`config.mk`:
```
export PLATFORM = sky130hd
export DESIGN_NAME = fluxo_dados_param
export DESIGN_NICKNAME = d
export VERILOG_FILES = /design/src/rtl/fluxo_dados_param_pkg.sv /design/src/rtl/fluxo_dados_param_contador.sv /design/src/rtl/fluxo_dados_param.sv
export SDC_FILE = /design/constraint.sdc
export NUM_CORES = 1
export LEC_CHECK = 0
export BUFFER_PORTS_ARGS = -buffer_cell sky130_fd_sc_hd__buf_2
export CELL_PAD_IN_SITES_DETAIL_PLACEMENT = 2
export CELL_PAD_IN_SITES_GLOBAL_PLACEMENT = 2
export CORE_AREA = 2 2 151 79
export DETAILED_ROUTE_END_ITERATION = 8
export DIE_AREA = 0 0 153 81
export PLACE_DENSITY_LB_ADDON = 0.1
export SLEW_MARGIN = 20
export SYNTH_ARGS = -nofsm -noshare
export SYNTH_HDL_FRONTEND = slang
export SYNTH_HIERARCHICAL = 1
export SYNTH_SLANG_ARGS = --single-unit
```
`constraint.sdc`:
```
create_clock -name clock -period 2.5 [get_ports clock]
set_clock_uncertainty 0.2 [all_clocks]
set_input_delay 0.375 -clock clock [delete_from_list [all_inputs] [get_ports clock]]
set_output_delay 0.375 -clock clock [all_outputs]
set_load 0.02 [all_outputs]
```
`src/rtl/fluxo_dados_param_pkg.sv`:
```
// Shared constants for the project's datapaths, plus the rule that builds the
// power-up memory image.
package fluxo_dados_param_pkg;

  localparam int DEF_WIDTH   = 4;
  localparam int DEF_ADDR_W  = 4;
  localparam int DEF_TIMEOUT = 5000;

  // Power-up word for address i: a single bit walking through the word.
  function automatic int unsigned onehot_word(input int unsigned i,
                                              input int unsigned w);
    return 32'd1 << (i % w);
  endfunction

endpackage

```
`src/rtl/fluxo_dados_param_contador.sv`:
```
// Modulo-M counter with clear priority over count. SATURATE selects whether
// the count holds at M-1 or wraps back to 0.
module contador_m #(
  parameter int M        = 16,
  parameter bit SATURATE = 1'b0,
  localparam int QW      = (M > 1) ? $clog2(M) : 1
) (
  input  logic          clock,
  input  logic          reset,
  input  logic          zera,
  input  logic          conta,
  output logic [QW-1:0] Q,
  output logic          fim
);

  localparam logic [QW-1:0] MAX = QW'(M - 1);

  logic [QW-1:0] r_q;

  // Count register: reset/clear first, then increment with wrap or saturation.
  always_ff @(posedge clock) begin
    if (reset || zera) begin
      r_q <= '0;
    end else if (conta) begin
      if (r_q == MAX) begin
        r_q <= SATURATE ? MAX : '0;
      end else begin
        r_q <= r_q + 1'b1;
      end
    end
  end

  assign Q   = r_q;
  assign fim = (r_q == MAX);

endmodule

```
`src/rtl/fluxo_dados_param.sv`:
```
// Datapath: address and limit counters, switch register, small RAM with
// combinational read, key-press edge detector and a saturating timeout counter.
module fluxo_dados_param
  import fluxo_dados_param_pkg::*;
#(
  parameter int WIDTH   = DEF_WIDTH,
  parameter int ADDR_W  = DEF_ADDR_W,
  parameter int TIMEOUT = DEF_TIMEOUT
) (
  input  logic              clock,
  input  logic              reset,
  input  logic              zeraC,
  input  logic              contaC,
  input  logic              zeraL,
  input  logic              contaL,
  input  logic              zeraR,
  input  logic              registraR,
  input  logic              zeraT,
  input  logic              contaT,
  input  logic              escreveM,
  input  logic [WIDTH-1:0]  chaves,
  output logic              chavesIgualMemoria,
  output logic              fimC,
  output logic              fimL,
  output logic              enderecoIgualLimite,
  output logic              jogada,
  output logic              timeout,
  output logic [ADDR_W-1:0] db_contagem,
  output logic [ADDR_W-1:0] db_limite,
  output logic [WIDTH-1:0]  db_chaves,
  output logic [WIDTH-1:0]  db_memoria
);

  localparam int DEPTH = 2 ** ADDR_W;
  localparam int TW    = (TIMEOUT > 1) ? $clog2(TIMEOUT) : 1;

  typedef logic [WIDTH-1:0] mem_t [DEPTH];

  function automatic mem_t f_mem_init();
    mem_t m;
    for (int unsigned i = 0; i < DEPTH; i++) begin
      m[i] = WIDTH'(onehot_word(i, WIDTH));
    end
    return m;
  endfunction

  // Power-up image only; reset intentionally never touches the array.
  mem_t             r_mem = f_mem_init();
  logic [WIDTH-1:0] r_chaves;
  logic             r_s1;
  logic             r_s2;
  logic [TW-1:0]    w_unused_tmo_q;

  contador_m #(.M(DEPTH), .SATURATE(1'b0)) u_cont_endereco (
    .clock (clock),
    .reset (reset),
    .zera  (zeraC),
    .conta (contaC),
    .Q     (db_contagem),
    .fim   (fimC)
  );

  contador_m #(.M(DEPTH), .SATURATE(1'b0)) u_cont_limite (
    .clock (clock),
    .reset (reset),
    .zera  (zeraL),
    .conta (contaL),
    .Q     (db_limite),
    .fim   (fimL)
  );

  // Count value is only observable through the timeout decode.
  contador_m #(.M(TIMEOUT), .SATURATE(1'b1)) u_cont_timeout (
    .clock (clock),
    .reset (reset),
    .zera  (zeraT),
    .conta (contaT),
    .Q     (w_unused_tmo_q),
    .fim   (timeout)
  );

  // Switch register: clear wins over load.
  always_ff @(posedge clock) begin
    if (reset || zeraR) begin
      r_chaves <= '0;
    end else if (registraR) begin
      r_chaves <= chaves;
    end
  end

  // RAM write of the current (pre-update) register at the current address.
  always_ff @(posedge clock) begin
    if (!reset && escreveM) begin
      r_mem[db_contagem] <= r_chaves;
    end
  end

  // Two-flop press detector on "any switch down".
  always_ff @(posedge clock) begin
    if (reset) begin
      r_s1 <= 1'b0;
      r_s2 <= 1'b0;
    end else begin
      r_s1 <= |chaves;
      r_s2 <= r_s1;
    end
  end

  assign db_chaves           = r_chaves;
  assign db_memoria          = r_mem[db_contagem];
  assign chavesIgualMemoria  = (r_chaves == db_memoria);
  assign enderecoIgualLimite = (db_contagem == db_limite);
  assign jogada              = r_s1 & ~r_s2;

endmodule
```
# Word level (Yosys, flattened, before mapping)
# Memories as Yosys holds them, arrays and structs flattened. A register that Yosys moved wholly into a read port is not among the register bits.
# Cells that the tools add are included.
# word_totals
input_bits	15
ff_bits	27
n_memories	1
wordCells	31
output_inout_bits	22
ram_bits	64
# memory_table
memory	words	width	rd	rd_clocked_by_memory_dff	wr	line_no	text
r_mem	16	4	1	1	1	fluxo_dados_param.sv:48	mem_t r_mem = f_mem_init();
# op_classes
n_mux	7
bitwise	2
n_addsub	3
reduce_logical	7
n_eq_ne	5
# ops
cell	count
$mux W4	4
$add A13 B1 Y13 const B	1
$eq A13 B13 Y1 const B	1
$mux W13	1
$add A4 B1 Y4 const B	2
$eq A4 B4 Y1	2
$eq A4 B4 Y1 const B	2
$logic_or A1 B1 Y1	4
$reduce_or A4 Y1	1
$mux W1	2
$and A1 B1 Y1	1
$logic_and A1 B1 Y1	1
$logic_not A1 Y1	1
$not A1 Y1	1

# Logic depth before layout (Yosys ltp)
# depth
word_depth	4
ltp_mapped	8
ltp_nobuf	5

# Cells and area by module
# The synthesis kept the hierarchy.
# by_module_without_submodules
mod	instances	area_each_um2	seq_area_each_um2	cells_per_inst
fluxo_dados_param	1	3015.4	2042.0	180
contador_m (u_cont_timeout)	1	643.1	260.2	73
contador_m (u_cont_endereco ...)	2	180.2	80.1	19

# Worst setup path after synthesis
# OpenSTA, ideal clock, no wires.
# synth_timing
kind	register -> output
start	reg, netlist name u_cont_endereco/Q[2]
end	out chavesIgualMemoria
t_arrival_ps	2450
path_stages_with_launch	7
path_slack_ps	-525
required_ps	1925
path_buffers	2
path_cell_list	dfxtp_1 -> buf_6 -> buf_8 -> mux4_2 -> mux4_2 -> xor2_1 -> nor4_2
# synth_rtl
element	line_no	text
end: declaration	fluxo_dados_param.sv:22	output logic chavesIgualMemoria,

==> flow_summary.yaml <==
status:
  status: "complete, but fails checks"
  violations: "negative setup slack"
critical_path:
  cpMostUsedCell: "buf_4"
  slowest_delay_ps: 550
  cp-end-kind: "primary output"
  crit_buf_inv: 3
  cp_max_fo: 4
  worstSetupStartpointType: "flip-flop"
  path_cells: "buf_4, buf_4, mux4_2, mux4_2, xor2_2, nor4_4, buf_4"
  crit_arrival_ps: 2550
  critical_path_class: "reg -> out"
  path_delay_family: "multiplexers"
  required_ps: 1920
  cpMaxStageDelayCell: "mux4_2"
global_route:
  grt_pass1_wl_mm: 18.89
  grt_usage_pct: 21.01
  grt_pass1_vias: 2956
  grt_overflow: 0
  antenna_found_initial: 0
  grt_max_degree: 19
sta:
  worst_slew_pin_slew_ps: 599.4
  hold_violations: 0
  rsz0062_at_grt: "true"
  slew_viol_final: 0
  worst_slack_ps: -623.2
  tns_ps: -1883
  finalSetupViolations: 5
  slew_headroom_pct: 59.89
  fin_crit_ps: 3123
  fmax_mhz: 320.2
  period_share_pct: 124.9
clock_tree:
  cts_root_buf: "clkbuf_16"
  cts_tree: "yes"
  cts.sink_count: 91
  htreeDepth: 3
  worstSkewPairLatency_ps: 350
  cts_buffers: 9
  clk_pin_slew_ps: 70
  cts-hold-fix-buffers: 0
  ctsLongestPathBuffers: 2
finish:
  area_delta_synth_final_pct: 29.02
  fill_cells: 1135
  layout_common_cells: "edfxtp_1, buf_4, nor2_1"
  fin_nets: 397
  drive_above_1_share_pct: 37.50
  register_area_sq_mm: 0.002470
  final_common_cell: "edfxtp_1"
  fin_area_sq_mm: 0.005185
  multi_input_area_sq_mm: 0.001538
  num_antenna_cells: 0
pwr:
  switching_share_pct: 22.71
  internal_power_mw: 2.474
  pwr-share-comb_pct: 5.7
  netSwitchingPower_mw: 0.7271
  seq_power_share_pct: 50.7
  ir_drop_v: 0.0003657
  cellLeakagePower_nw: 1.929
  power_frac_clock_pct: 43.6
  total_power_mw: 3.201
  p_per_area_mw_per_mm2: 617.4
route:
  vias: 2796
  route.detailed.drc: 0
  dr.pass1.iters: 4
  vias_per_cell: 5.236
  drt-total-wl_mm: 12.17
  wire_per_inst_microns: 22.79
  ant_nets: 0
  drtIter0Drc: 192
floorplan:
  coreArea_sq_mm: 0.01132
  start_util_pct: 35.52
  io-pin-count: 37
  die-area_sq_mm: 0.01239
  die_y_microns: 81
  die_w_microns: 153
  rows: 28
yosys:
  syn_area_sq_mm: 0.004019
  synth_enable_flop_cells: 64
  syn_inst: 291
  synth-seq-area-share_pct: 61.27
  synth_area_per_cell_sq_um: 13.81
  synthAdderAreaFrac_pct: 0.9340
  synth_cell_type_count: 43
  synthSimpleGateAreaFrac_pct: 15.97
  synth.area.mux_share_pct: 12.11
  yosysWarnings: 6
  yosys.area_share.xor_xnor_pct: 4.795
  async_reset_ff_share_pct: 0
  ys.flop_type: "edfxtp_1"
  syn_nets: 309
  synth_compound_area_share_pct: 2.864
  yosys_register_bits: 91
  synth_top_family_by_area: "simple AND/OR/NAND/NOR gates"
placement:
  dpl_cell_area_sq_mm: 0.004587
  gp_congestion: 0.8118
  hpwl_mm: 8.506
  port_buffers: 36
worst_hold_path:
  hold_path.class: "in -> reg"
job:
  drv_cap: 0
repair_timing:
item	in CTS	in global routing
setup buffers	21	4
setup endpoints to repair	5	5
pin swaps	7	2
gates resized for setup	31	6
area by class of cell:
type                            instances  area share [%]
Multi-Input combinational cell        186           29.66
Tap cell                              150           3.620
Clock buffer                           10           4.416
Sequential cell                        91           47.64
Clock inverter                          6           1.400
Timing Repair Buffer                   91           13.27
final timing paths:
check / start / endpoint / slack (ps) / depth (start not counted)
min: zeraL / u_cont_limite/Q[2] / 40 / 2
max reg2reg: u_cont_endereco/Q[1] / r_mem[10][3] / 310 / 3
max: u_cont_endereco/Q[2] / chavesIgualMemoria / -620 / 7
min reg2reg: r_s1 / r_s2 / 270 / 1
synthesized netlist by cell type (2+ instances only):
cell,instances,area share [%]
and4_1,3,0.65
o21ai_1,2,0.25
nand3b_1,2,0.37
nor3_2,2,0.50
or4b_1,2,0.50
a22oi_1,4,0.75
nand3_1,3,0.37
xor2_1,19,4.1
nand4b_1,3,0.65
and4b_1,2,0.50
dfxtp_1,27,13
ha_1,3,0.93
nor2_1,37,3.5
and2_1,2,0.31
a21oi_1,5,0.62
mux2i_1,16,4.0
buf_6,2,0.56
mux4_2,11,6.2
xnor2_1,3,0.65
a211oi_1,2,0.37
nor2b_1,4,0.62
and3_1,4,0.62
nand4_1,9,1.4
mux4_1,3,2.0
nand2_1,13,1.2
nor4_1,4,0.62
clkbuf_1,7,0.65
nand2b_1,3,0.47
o21ai_0,2,0.25
nor3_1,13,1.6
buf_2,3,0.37
or2_2,2,0.31
edfxtp_1,64,48
layer usage:
layer	vias to the layer above	part of all wire [%]	routed length [microns]	global-route usage [%]
met4	0	0.85	104	5.278
met5	-	0	0	0
met1	1448	53	6497	32.48
li1	1281	-	-	-
met2	56	42	5077	29.73
met3	11	4.0	491	4.536
cells by family (layout without fill, tap and decap cells):
logic type               Yosys count  count (layout)
multiplexers                      30              30
flip-flops                        91              91
buffers and inverters             14             107
AO/OA/AOI/OAI                     17              17
AND/OR/NAND/NOR                  114             114
XOR/XNOR                          22              22
adder cells (fa/ha/maj)            3               3
metrics by stage:
| stage | util (%) | std cells | worst slack, ps | hold slack, ps |
|---|---|---|---|---|
| 2_1_floorplan | - | 291 | -383.6 | 229.7 |
| 3_3_place_gp | 40.54 | 498 | -313.7 | 236.7 |
| 3_5_place_dp | 40.54 | 498 | -357.8 | 257.9 |
| 4_1_cts | 45.61 | 532 | -612.1 | 29.16 |
| 5_1_grt | 45.82 | 534 | -679.0 | 42.42 |
| 6_report | 45.82 | 534 | -623.2 | 37.05 |
power groups by stage:
stage | clock [mW] | sequential [mW] | combinational [mW]
floorplan | 0 | 1.66 | 0.0771
global placement | 0 | 1.66 | 0.168
detailed placement | 0 | 1.66 | 0.173
CTS | 1.41 | 1.62 | 0.183
global route | 1.48 | 1.62 | 0.199
finish | 1.40 | 1.62 | 0.183
sequential cells by signal, indices dropped and copies added, names as in the netlist:
signal and count:
r_s1 1, r_s2 1, u_cont_limite/Q 4, db_chaves 4, u_cont_timeout/Q 13, r_mem 64
u_cont_endereco/Q 4
Note: power is estimated with default switching activity, not from simulation.
